<file path="src/rtl/frame_buf_sched.sv">
// Triple-buffer frame scheduler: rotates writer/ready/display slots and
// sequences one or two display passes per frame on Vsync.
module frame_buf_sched #(
  parameter int CNT_W = 8
) (
  input  logic             GCK,
  input  logic             rst_n,
  input  logic             Vsync,
  input  logic             mode,
  input  logic             wr_done,
  input  logic             disp_done,
  output logic [1:0]       wr_slot,
  output logic [1:0]       rd_slot,
  output logic             rd_valid,
  output logic             rd_pass,
  output logic             frame_start,
  output logic             busy,
  output logic [CNT_W-1:0] drop_cnt,
  output logic [CNT_W-1:0] repeat_cnt,
  output logic [CNT_W-1:0] miss_cnt
);

  typedef enum logic [1:0] {
    IDLE  = 2'd0,
    PASS0 = 2'd1,
    PASS1 = 2'd2
  } state_e;

  state_e           state_q, state_d;
  logic [1:0]       wr_slot_q, wr_slot_d;
  logic [1:0]       rdy_slot_q, rdy_slot_d;
  logic [1:0]       rd_slot_q, rd_slot_d;
  logic             rdy_valid_q, rdy_valid_d;
  logic             rd_valid_q, rd_valid_d;
  logic             mode_lat_q, mode_lat_d;
  logic             frame_start_q, frame_start_d;
  logic [CNT_W-1:0] drop_cnt_q, drop_cnt_d;
  logic [CNT_W-1:0] repeat_cnt_q, repeat_cnt_d;
  logic [CNT_W-1:0] miss_cnt_q, miss_cnt_d;

  logic accept, take, rpt, miss, pass_done, drop;

  function automatic logic [CNT_W-1:0] sat_inc(input logic [CNT_W-1:0] v);
    logic [CNT_W-1:0] one;
    one = {{(CNT_W-1){1'b0}}, 1'b1};
    return (v == {CNT_W{1'b1}}) ? v : v + one;
  endfunction

  always_comb begin
    accept    = (state_q == IDLE) && Vsync;
    take      = accept && rdy_valid_q;
    rpt       = accept && !rdy_valid_q && rd_valid_q;
    miss      = Vsync && (state_q != IDLE);
    // A done pulse coinciding with frame_start belongs to no pass yet.
    pass_done = disp_done && !frame_start_q;
  end

  // Slot permutation and validity flags.
  always_comb begin
    wr_slot_d   = wr_slot_q;
    rdy_slot_d  = rdy_slot_q;
    rd_slot_d   = rd_slot_q;
    rdy_valid_d = rdy_valid_q;
    rd_valid_d  = rd_valid_q;
    drop        = 1'b0;
    if (take && wr_done) begin
      // Ready frame goes to display, freshly written frame becomes ready.
      rd_slot_d  = rdy_slot_q;
      rdy_slot_d = wr_slot_q;
      wr_slot_d  = rd_slot_q;
    end else if (take) begin
      rd_slot_d   = rdy_slot_q;
      rdy_slot_d  = rd_slot_q;
      rdy_valid_d = 1'b0;
    end else if (wr_done) begin
      wr_slot_d   = rdy_slot_q;
      rdy_slot_d  = wr_slot_q;
      rdy_valid_d = 1'b1;
      drop        = rdy_valid_q;
    end
    if (take) begin
      rd_valid_d = 1'b1;
    end
  end

  always_comb begin
    state_d       = state_q;
    mode_lat_d    = mode_lat_q;
    frame_start_d = 1'b0;
    case (state_q)
      IDLE: begin
        if (take || rpt) begin
          state_d       = PASS0;
          mode_lat_d    = mode;
          frame_start_d = 1'b1;
        end
      end
      PASS0: begin
        if (pass_done) begin
          if (mode_lat_q) begin
            state_d       = PASS1;
            frame_start_d = 1'b1;
          end else begin
            state_d = IDLE;
          end
        end
      end
      PASS1: begin
        if (pass_done) begin
          state_d = IDLE;
        end
      end
      default: state_d = IDLE;
    endcase
  end

  always_comb begin
    drop_cnt_d   = drop ? sat_inc(drop_cnt_q) : drop_cnt_q;
    repeat_cnt_d = rpt  ? sat_inc(repeat_cnt_q) : repeat_cnt_q;
    miss_cnt_d   = miss ? sat_inc(miss_cnt_q) : miss_cnt_q;
  end

  always_ff @(posedge GCK or negedge rst_n) begin
    if (!rst_n) begin
      state_q       <= IDLE;
      wr_slot_q     <= 2'd0;
      rdy_slot_q    <= 2'd1;
      rd_slot_q     <= 2'd2;
      rdy_valid_q   <= 1'b0;
      rd_valid_q    <= 1'b0;
      mode_lat_q    <= 1'b0;
      frame_start_q <= 1'b0;
      drop_cnt_q    <= '0;
      repeat_cnt_q  <= '0;
      miss_cnt_q    <= '0;
    end else begin
      state_q       <= state_d;
      wr_slot_q     <= wr_slot_d;
      rdy_slot_q    <= rdy_slot_d;
      rd_slot_q     <= rd_slot_d;
      rdy_valid_q   <= rdy_valid_d;
      rd_valid_q    <= rd_valid_d;
      mode_lat_q    <= mode_lat_d;
      frame_start_q <= frame_start_d;
      drop_cnt_q    <= drop_cnt_d;
      repeat_cnt_q  <= repeat_cnt_d;
      miss_cnt_q    <= miss_cnt_d;
    end
  end

  assign wr_slot     = wr_slot_q;
  assign rd_slot     = rd_slot_q;
  assign rd_valid    = rd_valid_q;
  assign rd_pass     = (state_q == PASS1);
  assign frame_start = frame_start_q;
  assign busy        = (state_q != IDLE);
  assign drop_cnt    = drop_cnt_q;
  assign repeat_cnt  = repeat_cnt_q;
  assign miss_cnt    = miss_cnt_q;

endmodule

</file>
<file path="config.mk">
export PLATFORM = sky130hd
export DESIGN_NAME = frame_buf_sched
export DESIGN_NICKNAME = d
export VERILOG_FILES = /design/src/rtl/frame_buf_sched.sv
export SDC_FILE = /design/constraint.sdc
export NUM_CORES = 1
export LEC_CHECK = 0
export CAP_MARGIN = 20
export CORE_MARGIN = 2
export CORE_UTILIZATION = 30
export CTS_CLUSTER_SIZE = 10
export DETAILED_ROUTE_END_ITERATION = 12
export PLACE_DENSITY = 0.56
export RECOVER_POWER = 25
export SYNTH_ARGS = -nofsm -noshare
export SYNTH_HDL_FRONTEND = slang
export SYNTH_SLANG_ARGS = --single-unit
</file>
<file path="constraint.sdc">
create_clock -name GCK -period 2.55 [get_ports GCK]
set_clock_uncertainty 0.05 [all_clocks]
set_input_delay 0.51 -clock GCK [delete_from_list [all_inputs] [get_ports GCK]]
set_output_delay 0.51 -clock GCK [all_outputs]
set_load 0.1 [all_outputs]
</file>
; ---- Yosys cells after proc, flatten, opt, wreduce, memory -nomap -nowiden
; Cells that the tools add are included.
[totals]
ff_bits = 36
word_cells = 72
[op_classes]
addsub = 3
eq_ne = 9
n_mux = 22
bitwise_logic = 4
n_reduce_logical = 23
[op_table]
columns = operator, count
row1 = "8-bit by 1-bit adder with 8-bit output, second input constant", 3
row2 = "8-bit equality test, second input constant", 3
row3 = 2-bit 2-to-1 mux, 12
row4 = 2-bit AND reduction, 6
row5 = 1-bit 2-to-1 mux, 8
row6 = 2-bit nonzero test, 4
row7 = 1-bit logical AND, 7
row8 = "2-bit by 1-bit inequality test with 1-bit output, second input constant", 3
row9 = 2-bit one-hot mux with 3 select lines, 1
row10 = 1-bit NOT, 4
row11 = 3-bit AND reduction, 1
row12 = 3-bit nonzero test, 1
row13 = "2-bit by 1-bit equality test with 1-bit output, second input constant", 1
row14 = "2-bit equality test, second input constant", 1
row15 = 1-bit logical NOT, 2
row16 = 2-bit logical NOT, 1
row17 = "2-bit inequality test, second input constant", 1
row18 = 1-bit one-hot mux with 2 select lines, 1
row19 = 1-bit logical OR, 1

; ---- Logic depth before layout (Yosys ltp)
[depth]
depth_word = 7
ltp_mapped = 7
mapped_depth_nobuf = 7

; ---- Worst setup path after synthesis
; OpenSTA, ideal clock, no wires.
[synth_path]
kind = reg-to-reg
from = reg miss_cnt_q[0] (netlist: miss_cnt[0])
to = reg miss_cnt_q[1] (netlist: miss_cnt[1])
setup_ns = 0.126
arrival_ns = 2.239
required_time_ns = 2.374
path_slack_ns = 0.135
stages_incl_launch_ff = 5
path_cell_list = dfrtp_1 -> ha_1 -> nand3_1 -> o311ai_4 -> mux2_2
[synth_via]
elab_chain_len = 3
[synth_lines]
columns = element, line
row1 = "start, declared", 39  ; logic [CNT_W-1:0] miss_cnt_q, miss_cnt_d;
row2 = "start signal, assigned", 147  ; miss_cnt_q <= miss_cnt_d;
row3 = "parallel branches: the longest is 3 deep, another holds 8-bit by 1-bit adder with 8-bit output", -
; Several ways; the timed one is not identified.
; A chain may end at the register's enable or synchronous reset.

; ---- Worst setup path in the final report
[layout_path]
from = in Vsync
to = reg drop_cnt_q[4] (netlist: drop_cnt[4])
[layout_via]
elab_chain_len = 5
[layout_lines]
columns = element, line
row1 = "start, declared", 8  ; input logic Vsync,
row2 = 1-bit logical AND *, 50  ; accept = (state_q == IDLE) && Vsync;
row3 = 1-bit logical AND *, 51  ; take = accept && rdy_valid_q;
row4 = via take, 41  ; logic accept, take, rpt, miss, pass_done, drop;
row5 = 1-bit 2-to-1 mux or 1-bit logical AND (tied branches), "71, 66"
row6 = 1-bit 2-to-1 mux *, 66  ; if (take && wr_done) begin
row7 = 2-bit AND reduction (no line) *, -
row8 = "end signal, assigned", 145  ; drop_cnt_q <= drop_cnt_d;
row9 = "end, declared", 37  ; logic [CNT_W-1:0] drop_cnt_q, drop_cnt_d;
; Mark *: on every way through the listed nets, which the timed path passes. The rest lies on a longest branch.

==> results.json <==
{
  "status": "finished clean",
  "worstSetupPathType": "in -> reg",
  "dp_slack_ns": -0.0257,
  "syn-cell-area_um2": 1760,
  "r2r-start": "state_q[0]",
  "coreArea_um2": 5570,
  "netlist_instances": 157,
  "met3_usage_pct": 3.48,
  "hpwl_mm": 2.61,
  "gp_congestion": 0.785,
  "yosysMostFrequentCell": "dfrtp_1",
  "diodes": 0,
  "wl_per_cell_um": 12.6,
  "yosysWarnings": 0,
  "ys_ff_latch": 36,
  "finalNetCount": 220,
  "cts.repair.resized": 0,
  "rsz0062_at_grt": "no",
  "track_usage_pct": 12.6,
  "antenna_found_initial": 0,
  "placed_area_um2": 2190,
  "end_kind": "flop",
  "dr_total_vias": 1265,
  "async_flop_share_pct": 100,
  "stdcell_area_um2": 2280,
  "yosysUniqueCellTypes": 33,
  "critPathRequiredTime_ns": 2.67,
  "cts_tree": "done",
  "use_met2_pct": 19.7,
  "avgSynthCellArea_um2": 11.2,
  "post-route-period-util_pct": 88.0,
  "initial_core_util_pct": 31.6,
  "critPathLaunchType": "input pin",
  "syn_nets": 169,
  "fmax_mhz": 446,
  "cts_buffer_depth": 2,
  "cts_setup_buffers": 0,
  "drt-pass1-iter-count": 4,
  "die-area_um2": 6500,
  "finalCriticalPeriod_ns": 2.24,
  "die_y_um": 80.6,
  "grt.busiest_layer": "met2",
  "cts.sinks": 36,
  "final-setup-viol-count": 0,
  "hold_class": "reg -> reg",
  "grt_overflow_total": 0,
  "first_iter_violations": 55,
  "pin_count": 38,
  "finalWorstSetupSlack_ns": 0.305,
  "cp.arrival_ns": 2.37,
  "drtAntennaViolNets": 0,
  "synth_area_leaders": "dfrtp_1, xor2_1, mux2_2",
  "numCtsBuffers": 5,
  "path_clk_slew_ns": 0.07,
  "critPathMaxFanout": 4,
  "root_buffer": "clkbuf_8",
  "grt_pass1_wl_mm": 6.20,
  "vias_per_cell": 4.50,
  "grt_pass1_vias": 1310,
  "worstSetupStartpoint": "Vsync",
  "tightest_slew_ns": 0.892,
  "yosys_most_used_dff": "dfrtp_1",
  "slew_headroom_pct": 40.6,
  "syn_to_final_growth_pct": 29.6,
  "drc": 0,
  "hp-start": "miss_cnt[5]",
  "numPortBuffers": 37,
  "final-hold-violation-count": 0,
  "h-tree-depth": 2,
  "hold_buffers": 0,
  "die_x_um": 80.6,
  "synth_top_area_share_pct": 48.3,
  "final_layout_size_suffix_gt1_share_pct": 29.7,
  "whs_ns": 0.442,
  "synth.largest_area_cell": "dfrtp_1",
  "routed_wl_mm": 3.54,
  "finalNonFillerCells": 281,
  "insertion_delay_ns": 0.29,
  "maxSlewViolCount": 0,
  "numPlacedInstances": 273,
  "synth_common_cells": "dfrtp_1, nand2_1, xor2_1",
  "grt_max_degree": 37,
  "met1_usage_pct": 16.4,
  "ys_seq_area_share_pct": 51.3,
  "core.rowCount": 27,
  "maxCapViolations": 0,
  "synth-edff-count": 0
}
==> placed cells by master (no fill, tap or decap), types with 2 or more instances in the layout <==
cell type / n
nor3_2: 3
nor4_1: 2
or2b_1: 2
nor2b_1: 6
o21ai_0: 8
nor2_1: 12
nand4_1: 2
buf_4: 38
a21oi_1: 6
clkdlybuf4s50_1: 4
nand2b_1: 2
clkbuf_8: 6
a22oi_1: 2
clkbuf_1: 2
xor2_1: 13
nand2_1: 14
ha_1: 6
and3_1: 3
dfrtp_1: 34
nand3_1: 7
xnor2_1: 5
inv_1: 6
mux2_2: 7
nor3_1: 3
dfstp_2: 2
==> metal layers <==
| layer | routed length (µm) | share of wire, % |
|---|---|---|
| met4 | 62 | 1.7 |
| met5 | 0 | 0 |
| met1 | 1690 | 48 |
| met3 | 155 | 4.4 |
| met2 | 1640 | 46 |
==> area by class of cell <==
type                            count  area [µm²]
Sequential cell                    36         903
Tap cell                           72        90.1
Multi-Input combinational cell    115         835
Inverter                            6        22.5
Timing Repair Buffer               44         340
Fill cell                         566        3290
Clock buffer                        8        90.1
==> flip-flops by register name (all words and copies together) (netlist names) <==
name	flops
drop_cnt	8
miss_cnt	8
repeat_cnt	8
rd_slot	2
rdy_slot_q	2
state_q	2
wr_slot	2
frame_start	1
mode_lat_q	1
rd_valid	1
rdy_valid_q	1
==> logic make-up (layout without fill, tap and decap cells) <==
group / after synthesis / after routing / synth area share (%)
multiplexers: 8 / 8 / 5.12
buffers and inverters: 6 / 58 / 1.28
AND/OR/NAND/NOR: 63 / 63 / 20.5
flip-flops: 36 / 36 / 51.3
AO/OA/AOI/OAI: 20 / 20 / 8.53
XOR/XNOR: 18 / 18 / 8.96
adder cells (fa/ha/maj): 6 / 6 / 4.26
==> final timing paths <==
path / endpoint / slack [ns] / cells past startpoint
worst max register to register: drop_cnt[4] / 0.46 / 6
max in group asynchronous: wr_slot[0] / 1.07 / 2
worst max-delay path: drop_cnt[4] / 0.31 / 7
worst min-delay path: miss_cnt[5] / 0.44 / 1
min in group asynchronous: repeat_cnt[1] / 0.82 / 2
worst min register to register: miss_cnt[5] / 0.44 / 1
==> worst max-delay path: stages <==
cell             delay (ns)
clkdlybuf4s50_1        0.43
nand4bb_1              0.13
inv_1                  0.07
ha_1                   0.19
or4b_4                 0.57
nor2_1                 0.12
mux2_2                 0.34
==> per-stage QoR <==
step | util, % | setup TNS (ns)
after global routing | 40.9 | 0
final | 40.9 | 0
after detailed placement | 39.3 | -0.0439
after floorplan | - | 0
after CTS | 41.0 | 0
after global placement | 39.3 | 0
Power is not shown: default switching activity piles up to over one toggle a cycle in this logic, so the estimate is an artifact.
